<file path="src/rtl/if_id_queue_if.sv">
// Fetch/decode bundle for the instruction prefetch queue.
//
// Handshake: the fetch side offers {pcF, instrF} with validF and treats
// !stallF as ready, so an entry is accepted when validF && !stallF && !flushD.
// The decode side sees validD as valid and !stallD as ready, so the head
// entry is consumed when validD && !stallD && !flushD. stallF and validD come
// only from registered state, never combinationally from the other side.
interface if_id_queue_if #(
  parameter int AW = 2
);
  logic [31:0] pcF;
  logic [31:0] instrF;
  logic        validF;
  logic        stallD;
  logic        flushD;
  logic        stallF;
  logic [31:0] pcD;
  logic [31:0] instrD;
  logic        validD;
  logic [AW:0] countD;

  // Pipeline side: drives fetch data and decode control, observes the queue.
  modport master (
    output pcF, instrF, validF, stallD, flushD,
    input  stallF, pcD, instrD, validD, countD
  );

  // Queue side.
  modport slave (
    input  pcF, instrF, validF, stallD, flushD,
    output stallF, pcD, instrD, validD, countD
  );
endinterface

</file>
<file path="src/rtl/if_id_queue.sv">
// Instruction prefetch queue replacing the IF/ID register. Holds up to DEPTH
// {pc, instr} pairs, presents the oldest to decode, stalls fetch when full and
// discards everything on a redirect. No fall-through: a pushed entry becomes
// visible one cycle later, like a plain pipeline register.
module if_id_queue #(
  parameter int DEPTH = 4,
  parameter int AW    = 2
) (
  input  logic          clk,
  input  logic          rst,
  if_id_queue_if.slave  q
);

  localparam logic [AW:0] FULL_COUNT = (AW+1)'(DEPTH);

  logic [63:0]   mem [DEPTH];
  logic [AW-1:0] wptr;
  logic [AW-1:0] rptr;
  logic [AW:0]   count;
  logic          full;
  logic          not_empty;
  logic          push;
  logic          pop;

  // Status flags from registered occupancy only; a pop never frees a slot for
  // a same-cycle push, which keeps stallF independent of stallD.
  always_comb begin
    full      = (count == FULL_COUNT);
    not_empty = (count != '0);
    push      = q.validF && !full && !q.flushD;
    pop       = not_empty && !q.stallD && !q.flushD;
  end

  // Pointer and occupancy state; flush empties the queue, reset dominates it.
  always_ff @(posedge clk or negedge rst) begin
    if (!rst) begin
      wptr  <= '0;
      rptr  <= '0;
      count <= '0;
    end else if (q.flushD) begin
      wptr  <= '0;
      rptr  <= '0;
      count <= '0;
    end else begin
      if (push) wptr <= wptr + 1'b1;
      if (pop)  rptr <= rptr + 1'b1;
      count <= count + {{AW{1'b0}}, push} - {{AW{1'b0}}, pop};
    end
  end

  // Entry storage; contents are don't-care until written so no reset.
  always_ff @(posedge clk) begin
    if (push) mem[wptr] <= {q.pcF, q.instrF};
  end

  // Head presentation: NOP (all zero) when empty, oldest entry otherwise.
  always_comb begin
    q.validD = not_empty;
    q.stallF = full;
    q.countD = count;
    q.pcD    = '0;
    q.instrD = '0;
    if (not_empty) begin
      q.pcD    = mem[rptr][63:32];
      q.instrD = mem[rptr][31:0];
    end
  end

endmodule

</file>
<file path="src/flat_wrapper.sv">
// flat-port wrapper written by rule: the top's interface ports become plain ports
module if_id_queue_flat 
#(
  parameter int DEPTH = 4,
  parameter int AW    = 2
)
  (clk, rst, q_pcF, q_instrF, q_validF, q_stallD, q_flushD, q_stallF, q_pcD, q_instrD, q_validD, q_countD);
  if_id_queue_if #(.AW(AW)) q_i ();
  input  logic clk;
  input  logic rst;
  input wire logic [$bits(q_i.pcF)-1:0] q_pcF;
  input wire logic [$bits(q_i.instrF)-1:0] q_instrF;
  input wire logic [$bits(q_i.validF)-1:0] q_validF;
  input wire logic [$bits(q_i.stallD)-1:0] q_stallD;
  input wire logic [$bits(q_i.flushD)-1:0] q_flushD;
  output wire logic [$bits(q_i.stallF)-1:0] q_stallF;
  output wire logic [$bits(q_i.pcD)-1:0] q_pcD;
  output wire logic [$bits(q_i.instrD)-1:0] q_instrD;
  output wire logic [$bits(q_i.validD)-1:0] q_validD;
  output wire logic [$bits(q_i.countD)-1:0] q_countD;
  assign q_i.pcF = q_pcF;
  assign q_i.instrF = q_instrF;
  assign q_i.validF = q_validF;
  assign q_i.stallD = q_stallD;
  assign q_i.flushD = q_flushD;
  assign q_stallF = q_i.stallF;
  assign q_pcD = q_i.pcD;
  assign q_instrD = q_i.instrD;
  assign q_validD = q_i.validD;
  assign q_countD = q_i.countD;
  if_id_queue #(.DEPTH(DEPTH), .AW(AW)) u_core (.clk(clk), .rst(rst), .q(q_i));
endmodule
</file>
<file path="config.mk">
export PLATFORM = sky130hd
export DESIGN_NAME = if_id_queue_flat
export DESIGN_NICKNAME = d
export VERILOG_FILES = /design/src/rtl/if_id_queue_if.sv /design/src/rtl/if_id_queue.sv /design/src/flat_wrapper.sv
export SDC_FILE = /design/constraint.sdc
export NUM_CORES = 1
export LEC_CHECK = 0
export BUFFER_PORTS_ARGS = -buffer_cell sky130_fd_sc_hd__buf_2
export CORE_MARGIN = 2
export CORE_UTILIZATION = 29
export DETAILED_ROUTE_END_ITERATION = 7
export PLACE_DENSITY = 0.52
export SYNTH_ARGS = -nofsm -noshare
export SYNTH_HDL_FRONTEND = slang
export SYNTH_SLANG_ARGS = --single-unit
</file>
<file path="constraint.sdc">
create_clock -name clk -period 2.9 [get_ports clk]
set_input_delay 0 -clock clk [delete_from_list [all_inputs] [get_ports clk]]
set_output_delay 0 -clock clk [all_outputs]
set_load 0.03 [all_outputs]
</file>
== After elaboration in Yosys (flattened, before gate mapping) ==
Memory sizes are Yosys's and may differ from the RTL's.
Index checks and enable logic that the tools add are counted.
Storage, ports and cells
  register bits after elaboration: 7
  bits in writable memories: 256
  input port bits: 69
  output and inout bits: 69
  logic and storage cells: 28
  memories: 1
Memory list
  u_core.mem: words 4, width 64, rd ports 1, clocked after memory_dff 0, wr ports 1, line if_id_queue.sv:16  | logic [63:0] mem [DEPTH];
Operators by class
  $add $sub $neg: 4
  eq/ne operators: 1
  mux-type cells: 9
  reductions and logical operators: 10
Operator list (count)
  $mux W32: 2
  $mux W2: 4
  $add A2 B1 Y2 const B: 2
  $logic_and A1 B1 Y1: 4
  $reduce_bool A2 Y1: 2
  $add A3 B1 Y3: 1
  $eq A3 B3 Y1 const B: 1
  $logic_not A1 Y1: 3
  $mux W3: 1
  $reduce_bool A3 Y1: 1
  $sub A3 B1 Y3: 1
  $mux W1: 2

== Logic depth before layout (Yosys ltp) ==
Gate-level depths: netlist of the first run.
  depth in word-level cells: 7
  depth in mapped cells: 10
  mapped depth without buffers: 10

== Worst setup path before layout of the first run ==
OpenSTA, ideal clock, no wires.
  path type: register to register
  start point: register u_core.count[1] (netlist: u_core.q.countD[1])
  end point: memory u_core.mem[0][0] (enable)
  setup time: 429 ps
  arrival time: 2766 ps
  data required time: 2471 ps
  setup slack: -295 ps
  cell stages (with the launch flop): 4
  buffers on the path: 0
  clock period less this slack: 3195 ps
  cells stage by stage: dfrtp_1 nor3b_1 nor3_1 and2_1
Between the ends
  longest elaborated chain between the ends: 6
Ends and longest elaborated chain
  from (decl): line if_id_queue.sv:19  | logic [AW:0] count;
  from (signal assigned): line if_id_queue.sv:47  | count <= count + {{AW{1'b0}}, push} - {{AW{1'b0}}, pop};
  $eq A3 B3 Y1: line if_id_queue.sv:28  | full = (count == FULL_COUNT);
  net q_stallF: line flat_wrapper.sv:16  | output wire logic [$bits(q_i.stallF)-1:0] q_stallF;
  $logic_not A1 Y1: line if_id_queue.sv:30  | push = q.validF && !full && !q.flushD;
  $logic_and A1 B1 Y1 (2 in series): line if_id_queue.sv:30
  $mux W1: line if_id_queue.sv:53  | if (push) mem[wptr] <= {q.pcF, q.instrF};
  $mux W1 (implied by the code): line if_id_queue.sv:53
  to (decl): line if_id_queue.sv:16
The timed path passes the listed nets, and every way through them passes these cells.

== Worst setup path in the final report of the first run ==
  start point: register u_core.rptr[1]
  end point: output q_instrD[31]
Between the ends
  longest elaborated chain between the ends: 2
Ends and longest elaborated chain
  from (decl): line if_id_queue.sv:18  | logic [AW-1:0] rptr;
  from (signal assigned): line if_id_queue.sv:46  | if (pop) rptr <= rptr + 1'b1;
  $mem_v2 Z4 W64
  $mux W32: line if_id_queue.sv:63  | if (not_empty) begin
  to (decl): line flat_wrapper.sv:18  | output wire logic [$bits(q_i.instrD)-1:0] q_instrD;
Every way passes these cells.

==> results.md, run 1 <==
- Clock power frac: between 30% and 40%
- Clk root buf: clkbuf_16
- Slew @ Worst Pin: between 1 and 1.5 ns
- CP max FO: 66
- Final HPWL DP: roughly 14 mm
- Clk sink count: around 260
- Netlist cell types: 24
- Syn-to-layout area delta: 29.5%
- Die H: 191 um
- Vias per cell: roughly 4.4
- Synth Area in Simple Gates: ~5.1%
- Net switching power: approximately 3.6 mW
- Critical-path top delay cell: dfrtp_4
- Critical Setup Path Class: reg -> out
- Crit path DAT: 2.48 ns
- Cell Rows: 68
- Leading cell type in the layout, fill and taps excluded: edfxtp_1
- Rel. slew slack: between 20% and 30%
- Post-synthesis xor/xnor area fraction: less than 1%
- Finished Layout Cells: between 1000 and 1500
- Slew Viols, Final: 0
- Layout Cell Area excl Fill: around 0.013 sq mm
- R2r setup slk: between 0.4 and 0.5 ns
- Initial antenna violation count: 1
- H-tree depth: 1
- Vias in the first global route: roughly 5800
- Largest family of logic cells by synthesized area: multiplexers
- Max-cap violations: 0
- RSZ-0062 raised after global routing: no
- Yosys warns: 0
- Worst path cell trace: mux4_2 > and2_1 > buf_2
- Top delay family on crit path: flip-flops
- GRT Util Overall: between 10% and 20%
- Leak: 4.55 nW
- Final-report hold violation count: 0
- Avg Cell Area, Syn: ~22 sq um
- I/O Buffers: ~140
- Worst hold path cell count: 2
- Status: finished, final reports clean
- Comb pwr share: between 20% and 30%
- Core Area: approximately 0.035 sq mm
- TritonCTS Buffers: 30
- TritonRoute pass-1 iters: 4
- Critical path origin: u_core.rptr[1]
- CP Data Required Time: roughly 2.9 ns
- FF-to-FF path depth: 10
- HP Start: q_instrF[0]
- Clk_skew: roughly 0.01 ns
- Via count: just over 5000
- Setup TNS: 0 ns
- Clock tree buffer depth: 3
- PwrDens: slightly below 900 mW/mm^2
- Worst Setup Start Kind: register
- WP depth: 3
- Post-Syn Instances: between 400 and 500
- Synth Area in Compound Gates: less than 1%
- FMAX: between 400 and 500 MHz
- Sequential fraction of the synthesis area: 77.5%
- Nets: ~760
- Synth Area in Adders: less than 1%
- Die area: ~0.037 sq mm
- Min cycle time layout: about 2.5 ns
- Final Util: a little under two fifths
- Hold WS: 0.215 ns
- Seq pwr share: roughly 40%
- Final Worst Setup Slack: approximately 0.42 ns
- Largest stage delay on the critical path: 1.13 ns
- Clk pin slew, worst setup/hold paths: approximately 0.06 ns
- Total design power: between 10 and 15 mW
- # DRC: 0
- Peak VDD IR: about 0.52 mV
- DR WL/cell: roughly 19 um
- Buffers plus inverters on the worst setup path: 1
- CTS tree: done
- Share of cells above drive strength 1: between 30 and 40%
- Drt total wl: around 22 mm
- R2R Path Start: u_core.q.countD[1]
- Commonest non-fill, non-tap cells in the layout: edfxtp_1, buf_2, dlygate4sd3_1
- Largest net degree at the start of global routing: 67
- Switching portion of total power: a little under a third
- Mapped Area: ~0.010 sq mm
- Post-route clock period utilization: between 80% and 90%
- Hold Path Class: in -> reg
- Yosys reg bits: 263
- First-pass GRT wire length: between 30 and 40 mm
- Final GP Congestion: around 0.7
- Internal Power: between 7 and 8 mW
- Remaining Overflow, GRT: 0
- Syn_nets: 532
- Placed cell count: 1039
- Final ANT Viol Nets: 0
- Worst-skew pair later-pin latency: between 0.5 and 0.6 ns
- Die span in x: 191 um
- Placement Cell Area: between 0.01 and 0.015 sq mm
- Crit. End Element: output pin
- # IOs: approximately 140
- Setup-failing EPs final: 0
- Dpl ws: between 0.4 and 0.5 ns
- Initial Utilization: between 20% and 30%
- First DRT Iteration DRCs: ~320
- Mux cell area share after synthesis: between 10% and 20%
-- power by group through the flow --
stage               clock, mW  sequential, mW  combinational, mW
finish                   3.75            4.50               3.23
global route             4.01            4.52               3.48
CTS                      3.86            4.51               3.33
detailed placement          0            4.59               3.23
global placement            0            4.57               3.20
floorplan                   0            4.55               2.24
-- logic make-up after synthesis --
kind of cell / Yosys count
flip-flops: 263
AND/OR/NAND/NOR: 84
multiplexers: 65
buffers and inverters: 30
adder cells (fa/ha/maj): 7
AO/OA/AOI/OAI: 6
XOR/XNOR: 1
-- path summary, 6_finish.rpt --
path | endpoint
max in group asynchronous | u_core.rptr[0]
worst min register to register | u_core.wptr[0]
min in group asynchronous | u_core.rptr[1]
worst max-delay path | q_instrD[31]
worst min-delay path | u_core.mem[2][0]
worst max register to register | u_core.q.countD[2]
-- flip-flops by register name, indices dropped and copies added, names as in the netlist --
name,count
u_core.mem,256
u_core.q.countD,3
u_core.rptr,2
u_core.wptr,2
-- worst register-to-register path, stage by stage (launching register included) --
cell	delay (ns)
dfrtp_1	0.45
nor3_2	0.37
nor3_1	0.11
ha_1	0.28
inv_1	0.06
ha_1	0.13
inv_1	0.06
fa_1	0.42
xor2_1	0.17
and2_1	0.16
nor3_1	0.13
-- metal layers --
metal	up-vias	share of wire (%)	GRT usage [%]	wire [um]
met2	121	49	21.4	11000
li1	2305	-	-	-
met1	2680	43	15.4	9560
met3	38	5.3	2.75	1180
met5	-	0	0	0
met4	0	2.6	3.55	586
-- cells in the mapped netlist --
cell type  count  area, sq um
nor2_1         3         11.3
mux2i_1        1         10.0
nor3_1         3         15.0
nor2b_1        1         6.26
clkbuf_1      10         37.5
and2_1        69          432
buf_12         1         20.0
or3_1          3         18.8
edfxtp_1     256         7690
nor3b_1        1         7.51
xor2_1         1         8.76
nor3_2         1         10.0
o21ai_0        3         15.0
inv_1          7         26.3
mux4_2        64         1440
nand2b_1       3         18.8
buf_6          2         22.5
dfrtp_1        7          175
buf_2          5         25.0
ha_1           6         75.1
buf_4          3         22.5
buf_8          2         30.0
a21oi_1        3         15.0
fa_1           1         20.0
-- cell type report --
class,instances,area [sq um]
repair buffers,221,1570
fillers,3230,21400
diodes,1,2.50
flip-flops and latches,263,7870
multi-input cells,163,2110
clock inverters,20,206
inverters,7,26.3
clock buffers,35,791
well taps,455,569
-- timing repair --
| item | 4_1_cts | 5_1_grt |
|---|---|---|
| buffers inserted | 0 | 0 |
| hold buffers | 70 | 0 |
| endpoints found under the hold margin | 270 | 0 |
| setup endpoints to repair | 0 | 0 |
| gates resized for setup | 0 | 0 |
(Power assumes the default switching activity.)
==> inputs of run 2 (changes only) <==
Settings changed: BUFFER_PORTS_ARGS -buffer_cell sky130_fd_sc_hd__buf_2 to -buffer_cell sky130_fd_sc_hd__buf_4, CORE_UTILIZATION 29 to 57, PLACE_DENSITY 0.52 to 0.83.
Clock period 2.9 ns to 2.6 ns, I/O delays scaled along.
==> run 2 against run 1 <==
Against the previous run: global-route usage is 9.3 points higher; sequential share of layout area is 0.66 points higher; hold slack better by 0.0078 ns; die area is 48% lower; wire length is 11% lower; critical endpoint is now q_pcD[21]; cell count is 21% lower; core utilization is 37 points higher; highest routed layer unchanged; critical path depth stayed put.
==> results.md, run 2 (synthesis gave the netlist of run 1 again) <==
- Status: finished, final reports clean
- Clk_skew: 0.0181 ns (+0.00823 ns)
- Max-cap violations: 0 (unchanged)
- ANT cells: 0 (-1)
- HP Start: q_pcF[7]
- Post-route clock period utilization: a little over nine tenths
- FMAX: just over 400 MHz
- R2R Path Start: u_core.q.countD[1]
- PwrDens: 956 mW/mm^2 (+9.4%)
- Nets: 754 (-1.0%)
- Rel. slew slack: 29.9% (about the same)
- H-tree depth: 1 (unchanged)
- Slew Viols, Final: 0 (unchanged)
- Die span in x: 137 um (-28%)
- Setup Fix Bufs, Post-CTS: 0 (unchanged)
- RSZ-0062 raised after global routing: no
- Hold Path Class: in -> reg
- # DRC: 0 (unchanged)
- Via count: 5104 (-0.78%)
- Clock tree buffer depth: 3 (unchanged)
- Largest net degree at the start of global routing: 67 (unchanged)
- Final-report hold violation count: 0 (unchanged)
- R2r setup slk: 0.21 ns (-0.27 ns)
- Syn-to-layout area delta: 28.1%
- Top delay family on crit path: flip-flops
- Worst path cell trace: mux4_2 > and2_1 > buf_4
- Drt total wl: 19.8 mm (-11%)
- Critical Setup Path Class: reg -> out
- Worst hold path cell count: 2 (unchanged)
- Setup-failing EPs final: 0 (unchanged)
- DR WL/cell: 21.5 um (+12%)
- CTS tree: done
- Remaining Overflow, GRT: 0 (unchanged)
- Initial antenna violation count: 0 (-1)
- Worst-skew pair later-pin latency: 0.52 ns (-0.02 ns)
- Largest reg by FF count: u_core.mem
- Leading cell type in the layout, fill and taps excluded: edfxtp_1
- Buffers plus inverters on the worst setup path: 1 (unchanged)
- Final Util: 74.9% (+37 points)
- Setup TNS: 0 ns (unchanged)
- WP depth: 3 (unchanged)
- Slew @ Worst Pin: 1.05 ns (-0.00123 ns)
- Min cycle time layout: 2.46 ns
- Vias per cell: 5.54 (+26%)
- Vias in the first global route: 5434 (-5.6%)
- CP Data Required Time: 2.60 ns (-0.30 ns)
- FF-to-FF path depth: 10 (unchanged)
- Crit. End Element: output pin
- Critical-path top delay cell: dfrtp_4
- TritonCTS Buffers: 26 (-13%)
- Worst hold endpoint: u_core.mem[3][39]
- CP max FO: 66 (unchanged)
- Initial Utilization: 58.5% (+29 points)
- Max FFs per register: 256 (unchanged)
- I/O Buffers: 137 (unchanged)
- Largest stage delay on the critical path: 1.05 ns (-0.08 ns)
- # IOs: 138 (unchanged)
- Worst Setup Start Kind: register
- First DRT Iteration DRCs: 355 (+11%)
- Leak: 4.52 nW (-0.68%)
- Die area: 0.0189 sq mm (-48%)
- Clk pin slew, worst setup/hold paths: 0.06 ns (about the same)
- GRT Util Overall: 21.6% (+9.3 points)
- First-pass GRT wire length: 29.9 mm (-12%)
- Final GP Congestion: 0.827 (+16%)
- Die H: 137 um (-28%)
- Share of cells above drive strength 1: 37.2% (-0.59 points)
- Final HPWL DP: 10.6 mm (-23%)
- Clk sink count: 263 (unchanged)
- Crit path DAT: 2.46 ns (-0.02 ns)
- Worst reg2reg path endpoint: u_core.q.countD[2]
- Core Area: 0.0174 sq mm (-50%)
- Commonest non-fill, non-tap cells in the layout: edfxtp_1, buf_4, dlygate4sd3_1
- Peak VDD IR: 0.829 mV (+59%)
- Cell Rows: 48 (-29%)
- TritonRoute pass-1 iters: 5 (+1)
- Clk root buf: clkbuf_16
- Final ANT Viol Nets: 0 (unchanged)
==> run 2: how the worst max path moves through the flow <==
stage / slack [ns] / startpoint / endpoint
floorplan: 0.17 / u_core.q.countD[1] / u_core.mem[0][0]
global placement: 0.33 / u_core.q.countD[1] / u_core.q.countD[2]
detailed placement: 0.23 / u_core.q.countD[1] / u_core.q.countD[2]
CTS: 0.11 / u_core.rptr[0] / q_pcD[20]
global route: 0.03 / u_core.rptr[0] / q_pcD[20]
finish: 0.14 / u_core.rptr[1] / q_pcD[21]
==> run 2: what timing repair did <==
action / CTS / global route
resized for setup: 0 / 0
hold buffers: 70 / 0
endpoints found under the hold margin: 270 / 0
setup endpoints to repair: 0 / 0
==> run 2: report_power, final <==
part / internal, mW / total (mW) / leakage [nW] / switching [mW]
sequential: 4.90 / 5.09 / 2.41 / 0.195
clock: 2.10 / 3.57 / 0.400 / 1.48
combinational: 1.61 / 3.76 / 1.71 / 2.15
total: 8.61 / 12.4 / 4.52 / 3.83
==> run 2: layout make-up <==
class	count	area (sq um)
inverters	7	26.3
well taps	225	282
clock buffers	31	691
flip-flops and latches	263	7870
clock inverters	15	135
repair buffers	217	1880
multi-input cells	163	2120
fillers	983	4350
==> run 2: through the flow <==
stage / total power, mW / setup slack [ns] / hold slack, ns / std cells / cell area (sq um)
5_1_grt: 12.9 / 0.0266 / 0.216 / 921 / 13000
3_5_place_dp: 8.88 / 0.234 / -0.181 / 805 / 11500
6_report: 12.4 / 0.141 / 0.223 / 921 / 13000
2_1_floorplan: 7.57 / 0.168 / -0.296 / 456 / 10200
3_3_place_gp: 8.80 / 0.330 / -0.187 / 805 / 11500
4_1_cts: 12.5 / 0.111 / 0.209 / 921 / 13000
==> run 2: worst reg2reg max path, stage by stage, from the launching register on <==
cell and delay (ns):
dfrtp_1 0.47, nor3_2 0.36, nor3_1 0.09, ha_1 0.27, inv_1 0.05, ha_1 0.13, inv_1 0.05, fa_1 0.41
xor2_1 0.17, and2_1 0.17, nor3_1 0.13
==> run 2: routing by layer <==
metal  wire (um)  share of wire, %  vias to the layer above  global-route usage [%]
met3         877               4.4                       35                    2.72
li1            -                 -                     2290                       -
met5           0                 0                        -                       0
met1        7990                40                     2611                    28.3
met4         430               2.2                        0                    7.22
met2       10500                53                      168                    37.9
